**src/rtl/rv_pkg.sv**
```systemverilog
// Shared RV32I definitions for the pipeline hazard controller.
//   - opcode values (inst[6:2]) and opcode classification helpers
//   - forwarding select encodings
//   - data-memory handshake FSM states
//   - shadow-stage record layouts
package rv_pkg;

  localparam logic [4:0] OPC_LOAD   = 5'b00000;
  localparam logic [4:0] OPC_STORE  = 5'b01000;
  localparam logic [4:0] OPC_OPIMM  = 5'b00100;
  localparam logic [4:0] OPC_OP     = 5'b01100;
  localparam logic [4:0] OPC_BRANCH = 5'b11000;
  localparam logic [4:0] OPC_JALR   = 5'b11001;

  typedef enum logic [1:0] {
    FWD_REG = 2'b00,
    FWD_MEM = 2'b01,
    FWD_WB  = 2'b10
  } fwd_sel_e;

  typedef enum logic [1:0] {
    M_IDLE,
    M_WAIT,
    M_DONE
  } mem_state_e;

  typedef struct packed {
    logic       valid;
    logic [4:0] opcode;
    logic [4:0] rd;
    logic [4:0] rs1;
    logic [4:0] rs2;
  } ex_stage_t;

  typedef struct packed {
    logic       valid;
    logic [4:0] opcode;
    logic [4:0] rd;
  } mem_stage_t;

  typedef struct packed {
    logic       valid;
    logic [4:0] rd;
    logic       writes_rd;
  } wb_stage_t;

  function automatic logic uses_rs1(input logic [4:0] opc);
    return (opc == OPC_JALR)  || (opc == OPC_BRANCH) || (opc == OPC_LOAD) ||
           (opc == OPC_STORE) || (opc == OPC_OPIMM)  || (opc == OPC_OP);
  endfunction

  function automatic logic uses_rs2(input logic [4:0] opc);
    return (opc == OPC_BRANCH) || (opc == OPC_STORE) || (opc == OPC_OP);
  endfunction

  function automatic logic writes_rd(input logic [4:0] opc, input logic [4:0] rd);
    return (opc != OPC_BRANCH) && (opc != OPC_STORE) && (rd != 5'd0);
  endfunction

  function automatic logic is_ldst(input logic [4:0] opc);
    return (opc == OPC_LOAD) || (opc == OPC_STORE);
  endfunction

endpackage

```
**src/rtl/forward_unit.sv**
```systemverilog
// Operand forwarding select for one EX-stage source register.
// Purely combinational: compares the source index against the MEM and WB
// shadow destinations. MEM has priority over WB; a load in MEM cannot
// forward because its data is not available until writeback.
//   ex_valid       EX shadow holds a real instruction
//   src_used       the EX instruction reads this source
//   src_index      source register index
//   mem_*          MEM shadow: valid, writes_rd, is a load, rd
//   wb_*           WB shadow: valid, writes_rd, rd
//   fwd_sel        00 register file, 01 EX/MEM result, 10 MEM/WB writeback
module forward_unit
  import rv_pkg::*;
(
  input  logic       ex_valid,
  input  logic       src_used,
  input  logic [4:0] src_index,
  input  logic       mem_valid,
  input  logic       mem_writes_rd,
  input  logic       mem_is_load,
  input  logic [4:0] mem_rd,
  input  logic       wb_valid,
  input  logic       wb_writes_rd,
  input  logic [4:0] wb_rd,
  output logic [1:0] fwd_sel
);

  always_comb begin
    fwd_sel = FWD_REG;
    if (ex_valid && src_used && (src_index != '0)) begin
      if (mem_valid && mem_writes_rd && !mem_is_load && (mem_rd == src_index)) begin
        fwd_sel = FWD_MEM;
      end else if (wb_valid && wb_writes_rd && (wb_rd == src_index)) begin
        fwd_sel = FWD_WB;
      end
    end
  end

endmodule

```
**src/rtl/pipeline_ctrl.sv**
```systemverilog
// Hazard and sequencing controller for the 5-stage RV32I pipeline.
// Tracks shadow copies of the EX/MEM/WB control fields and drives stall,
// flush and bubble controls, EX forwarding selects and the data-memory
// request handshake. Owns no datapath.
//   clk, rst_n          clock; synchronous active-low reset
//   id_valid, id_*      decoded fields of the ID-stage instruction
//   ex_branch_taken     EX resolved a taken branch/jump
//   dmem_ack            data memory completed the current access
//   dmem_req            MEM-stage load/store request, held until acked
//   stall_if/id/ex      hold PC+IF/ID, ID/EX, EX/MEM
//   flush_ifid/idex     bubble into IF/ID, ID/EX
//   bubble_memwb        bubble into MEM/WB
//   fwd_a_sel/fwd_b_sel EX operand source selects
module pipeline_ctrl
  import rv_pkg::*;
(
  input  logic       clk,
  input  logic       rst_n,
  input  logic       id_valid,
  input  logic [4:0] id_opcode,
  input  logic [4:0] id_rs1_index,
  input  logic [4:0] id_rs2_index,
  input  logic [4:0] id_rd_index,
  input  logic       ex_branch_taken,
  input  logic       dmem_ack,
  output logic       dmem_req,
  output logic       stall_if,
  output logic       stall_id,
  output logic       stall_ex,
  output logic       flush_ifid,
  output logic       flush_idex,
  output logic       bubble_memwb,
  output logic [1:0] fwd_a_sel,
  output logic [1:0] fwd_b_sel
);

  ex_stage_t  ex_q;
  mem_stage_t mem_q;
  wb_stage_t  wb_q;
  mem_state_e mstate, mstate_d;

  logic       mem_ldst;
  logic       mem_stall;
  logic       load_use;
  logic       mem_writes;
  logic       mem_is_load;
  logic [1:0] fwd_a_raw, fwd_b_raw;

  assign mem_ldst    = mem_q.valid && is_ldst(mem_q.opcode);
  assign mem_stall   = mem_ldst && (mstate != M_DONE);
  assign mem_writes  = writes_rd(mem_q.opcode, mem_q.rd);
  assign mem_is_load = (mem_q.opcode == OPC_LOAD);

  assign load_use = ex_q.valid && (ex_q.opcode == OPC_LOAD) && (ex_q.rd != '0) && id_valid &&
                    ((uses_rs1(id_opcode) && (id_rs1_index == ex_q.rd)) ||
                     (uses_rs2(id_opcode) && (id_rs2_index == ex_q.rd)));

  // Memory handshake FSM. dmem_req depends only on state and MEM shadow,
  // so there is no combinational path from dmem_ack.
  always_ff @(posedge clk) begin
    if (!rst_n) begin
      mstate <= M_IDLE;
    end else begin
      mstate <= mstate_d;
    end
  end

  always_comb begin
    mstate_d = mstate;
    dmem_req = 1'b0;
    unique case (mstate)
      M_IDLE: begin
        if (mem_ldst) begin
          dmem_req = 1'b1;
          mstate_d = dmem_ack ? M_DONE : M_WAIT;
        end
      end
      M_WAIT: begin
        dmem_req = mem_ldst;
        if (dmem_ack) begin
          mstate_d = M_DONE;
        end
      end
      M_DONE: begin
        mstate_d = M_IDLE;
      end
      default: begin
        mstate_d = M_IDLE;
      end
    endcase
    if (!rst_n) begin
      dmem_req = 1'b0;
    end
  end

  // Hazard priority: memory stall, then taken branch, then load-use.
  // While reset is held the pipeline registers are forced to bubbles.
  always_comb begin
    stall_if     = 1'b0;
    stall_id     = 1'b0;
    stall_ex     = 1'b0;
    flush_ifid   = 1'b0;
    flush_idex   = 1'b0;
    bubble_memwb = 1'b0;
    if (!rst_n) begin
      flush_ifid   = 1'b1;
      flush_idex   = 1'b1;
      bubble_memwb = 1'b1;
    end else if (mem_stall) begin
      stall_if     = 1'b1;
      stall_id     = 1'b1;
      stall_ex     = 1'b1;
      bubble_memwb = 1'b1;
    end else if (ex_branch_taken) begin
      flush_ifid = 1'b1;
      flush_idex = 1'b1;
    end else if (load_use) begin
      stall_if   = 1'b1;
      flush_idex = 1'b1;
    end
  end

  // Shadow stages advance exactly as the real pipeline registers do
  // under the controls driven above.
  always_ff @(posedge clk) begin
    if (!rst_n) begin
      ex_q  <= '0;
      mem_q <= '0;
      wb_q  <= '0;
    end else begin
      if (!stall_id) begin
        if (flush_idex) begin
          ex_q <= '0;
        end else begin
          ex_q.valid  <= id_valid;
          ex_q.opcode <= id_opcode;
          ex_q.rd     <= id_rd_index;
          ex_q.rs1    <= id_rs1_index;
          ex_q.rs2    <= id_rs2_index;
        end
      end
      if (!stall_ex) begin
        mem_q.valid  <= ex_q.valid;
        mem_q.opcode <= ex_q.opcode;
        mem_q.rd     <= ex_q.rd;
      end
      if (bubble_memwb) begin
        wb_q <= '0;
      end else begin
        wb_q.valid     <= mem_q.valid;
        wb_q.rd        <= mem_q.rd;
        wb_q.writes_rd <= mem_writes;
      end
    end
  end

  forward_unit u_fwd_a (
    .ex_valid      (ex_q.valid),
    .src_used      (uses_rs1(ex_q.opcode)),
    .src_index     (ex_q.rs1),
    .mem_valid     (mem_q.valid),
    .mem_writes_rd (mem_writes),
    .mem_is_load   (mem_is_load),
    .mem_rd        (mem_q.rd),
    .wb_valid      (wb_q.valid),
    .wb_writes_rd  (wb_q.writes_rd),
    .wb_rd         (wb_q.rd),
    .fwd_sel       (fwd_a_raw)
  );

  forward_unit u_fwd_b (
    .ex_valid      (ex_q.valid),
    .src_used      (uses_rs2(ex_q.opcode)),
    .src_index     (ex_q.rs2),
    .mem_valid     (mem_q.valid),
    .mem_writes_rd (mem_writes),
    .mem_is_load   (mem_is_load),
    .mem_rd        (mem_q.rd),
    .wb_valid      (wb_q.valid),
    .wb_writes_rd  (wb_q.writes_rd),
    .wb_rd         (wb_q.rd),
    .fwd_sel       (fwd_b_raw)
  );

  assign fwd_a_sel = rst_n ? fwd_a_raw : FWD_REG;
  assign fwd_b_sel = rst_n ? fwd_b_raw : FWD_REG;

endmodule

```
**config.mk**
```make
export PLATFORM = sky130hd
export DESIGN_NAME = pipeline_ctrl
export DESIGN_NICKNAME = d
export VERILOG_FILES = /design/src/rtl/rv_pkg.sv /design/src/rtl/forward_unit.sv /design/src/rtl/pipeline_ctrl.sv
export SDC_FILE = /design/constraint.sdc
export NUM_CORES = 1
export LEC_CHECK = 0
export BUFFER_PORTS_ARGS = -buffer_cell sky130_fd_sc_hd__clkbuf_2
export CORE_MARGIN = 3
export CORE_UTILIZATION = 50
export DETAILED_ROUTE_END_ITERATION = 8
export HOLD_SLACK_MARGIN = 0.06
export PLACE_DENSITY_LB_ADDON = 0.2
export SYNTH_ARGS = -nofsm -noshare
export SYNTH_HDL_FRONTEND = slang
export SYNTH_SLANG_ARGS = --single-unit
```
**constraint.sdc**
```tcl
create_clock -name clk -period 1.33 [get_ports clk]
set_input_delay 0 -clock clk [delete_from_list [all_inputs] [get_ports clk]]
set_output_delay 0 -clock clk [all_outputs]
set_load 0.03 [all_outputs]
```
==> run metrics <==
status=finished with violations; failing checks=setup timing; FF+latch count, synth=41; sequential share of power=43.5%; area leader, netlist=dfxtp_1; Final ANT Viol Nets=0; routed wire length per instance=19.1 um; dpl ws=-294 ps; n_diodes=0; Worst Reg2Reg Path Length in Cells=5; Critical Path End Type=primary output; Layout Nets=370; critical path class=reg2out; net switching power=1.07 mW; Post-synth EDFFs=0; Post-Syn Area=2090 sq um; peak supply drop=0.639 mV; WHS Path Cells=4; Synth area leaders=dfxtp_1, xnor2_1, a32oi_1, o21ai_1, nand2_1; unique cell type count in the Yosys netlist=44; Post-synth ARST share=0%; DRC violations left=0; largest net degree at the start of global routing=42; fmax=0.524 GHz; CTS tree=yes; non-filler instance count after layout=394; Final WS setup=-580 ps; grt total ovfl=0; Final setup viols=48; WP data arrival=1910 ps; Period minus WS final=1910 ps; antenna violations before repair=0; Placer Congestion=0.877; total negative slack=-12000 ps; core box area=3850 sq um; leak pwr=1.47 nW; FP Rows=22; Setup Skew=7.21 ps; Die Y=70.7 um; Startpoint Class=register; Worst Tran Pin Value=364 ps; placed inst area=2720 sq um; vias in the first global route=2334; crit-path max FO=3; post-synth top area share=39.2%; die area=5000 sq um; Syn Inst Count=236; first-pass GRT wire length=11200 um; RSZ-0062 raised after global routing=true; Synth Area per Inst=8.87 sq um; Root Driver=clkbuf_8; Hold Vio Cnt, Final=0; Post-Syn Nets=261; initial DRC count=153; number of vias per cell=6.03; # IOs=36; clock buffer depth=2; switch share=32.1%; Logic pwr share=32.2%; number of port buffers=35; Sink Count=41; register clock-pin slew on the reported worst setup and hold paths=80 ps; Slew headroom=75.7%; gr usage total=28.7%; Skew-Pair Late Insertion Delay=300 ps; Internal Power=2.27 mW; Hold/Removal Path Class=in2reg; Finished Cell Area=3480 sq um; Main synth FF type=dfxtp_1; Die Width=70.7 um; data required time of the critical path=1330 ps; Clk pwr share=24.3%; Starting Density=54.3%; area grow syn2layout=66.2%; layout cells sized above 1=49.7%; Post-DP HPWL=4270 um; Worst path max stage delay=540 ps; DRT Pass-1 Iters=5; placed insts=357; # H-tree levels=2; crit path cell chain=or4_4 -> o211ai_4 -> a21oi_2 -> a221o_2 -> buf_8; proportion of synthesized chip area in sequential cells=39.2%; vias=2375; CP max-delay cell=or4_4; clock buffer count from CTS=5; max-cap violations=0; Final Max Tran Viols=0; Finished Core Util=90.3%; power density over the cells=959 nW/um^2; Post-Route WL=7520 um; fin crit share=144%; Yosys warnings=0
sequential cells by signal, indices dropped and copies added (netlist names):
| signal | count |
|---|---|
| mstate | 2 |
| ex_q | 21 |
| wb_q | 7 |
| mem_q | 11 |
power by group through the flow:
stage	clock network (mW)	logic [mW]	registers (mW)
5_1_grt	0.860	1.14	1.46
4_1_cts	0.814	0.925	1.43
3_5_place_dp	0	0.787	1.45
6_report	0.811	1.08	1.45
2_1_floorplan	0	0.440	1.45
3_3_place_gp	0	0.770	1.45
stage by stage:
stage	hold slack [ps]	power (mW)
5_1_grt	73.7	3.46
6_report	66.3	3.34
3_5_place_dp	183	2.24
4_1_cts	63.2	3.17
3_3_place_gp	178	2.22
2_1_floorplan	72.4	1.89
worst max-delay path, delay by kind of cell, from the launching register on:
kind                   cells  cell delay [ps]
flip-flops                 1              330
AND/OR/NAND/NOR            1              540
AO/OA/AOI/OAI              3              600
buffers and inverters      1              140
cells in the mapped netlist (2+ instances only):
cell type   n
nand2b_1    2
nand2_1    26
a31oi_1     2
nand4_1     3
and3_1     13
mux2i_1     6
nor3b_1     2
nor2_1     15
and2_1      2
a32oi_1    20
buf_6       2
o21ai_1    20
a21oi_1     2
xor2_1      6
nor2b_1     2
xnor2_1    24
clkbuf_1    9
inv_1       3
nor3_1      2
nand3_1     6
or4_1       2
a211oi_1    2
buf_2       3
dfxtp_1    41
nor4_1      2
repair_timing:
action	in CTS	in global routing
endpoints found under the hold margin	21	0
hold buffers	20	0
buffers inserted	9	4
setup endpoints to repair	49	52
pin swaps	28	7
gates cloned	1	0
gates resized for setup	61	54
cells by family (layout without fill, tap and decap cells):
logic type                after synthesis  count (layout)  synth area share [%]
xor gates and xnor gates               30              30                  12.6
and+or+nand+nor                        84              84                  21.2
muxes                                   6               6                  2.87
AOI/OAI and AO/OA                      56              56                  19.7
buffers and inverters                  19             129                  4.48
DFF                                    41              41                  39.2
final cells by class:
type | count | area, sq um
clock buffers | 5 | 68.8
well taps | 48 | 60.1
clock inverters | 3 | 17.5
flip-flops and latches | 41 | 842
fillers | 161 | 375
inverters | 4 | 15.0
repair buffers | 117 | 1020
multi-input cells | 176 | 1460
worst paths after layout:
| check | from | to | slack, ps |
|---|---|---|---|
| max | ex_q[12] | flush_idex | -580 |
| min | id_opcode[3] | ex_q[18] | 70 |
| max reg2reg | ex_q[12] | ex_q[17] | -340 |
| min reg2reg | mem_q[10] | wb_q[6] | 550 |
per-layer routing:
layer	GRT usage (%)	vias up	wire length [um]
met4	13.4	0	313
met2	48.8	139	3810
met3	4.55	38	545
li1	-	1087	-
met5	0	-	0
met1	35.4	1111	2850
layout by cell type (no fill, tap or decap), types with 2 or more instances in the layout:
cell type	instances
buf_4	46
dfxtp_1	26
nand2_1	25
clkbuf_2	24
xnor2_1	21
a32oi_1	20
dlygate4sd3_1	20
nor2_1	14
buf_6	14
dfxtp_2	14
o21ai_1	11
and3_4	10
o21ai_2	10
buf_8	8
clkbuf_8	7
mux2i_1	6
xor2_1	5
nand3_1	4
nand4_1	3
xnor2_2	3
and3_1	3
inv_1	3
nand2b_1	2
and2_4	2
or4_4	2
nor3b_2	2
a21oi_2	2
nor4_4	2
nor3_1	2
clkinv_2	2
buf_12	2
Power figures use the tool's default switching activity.
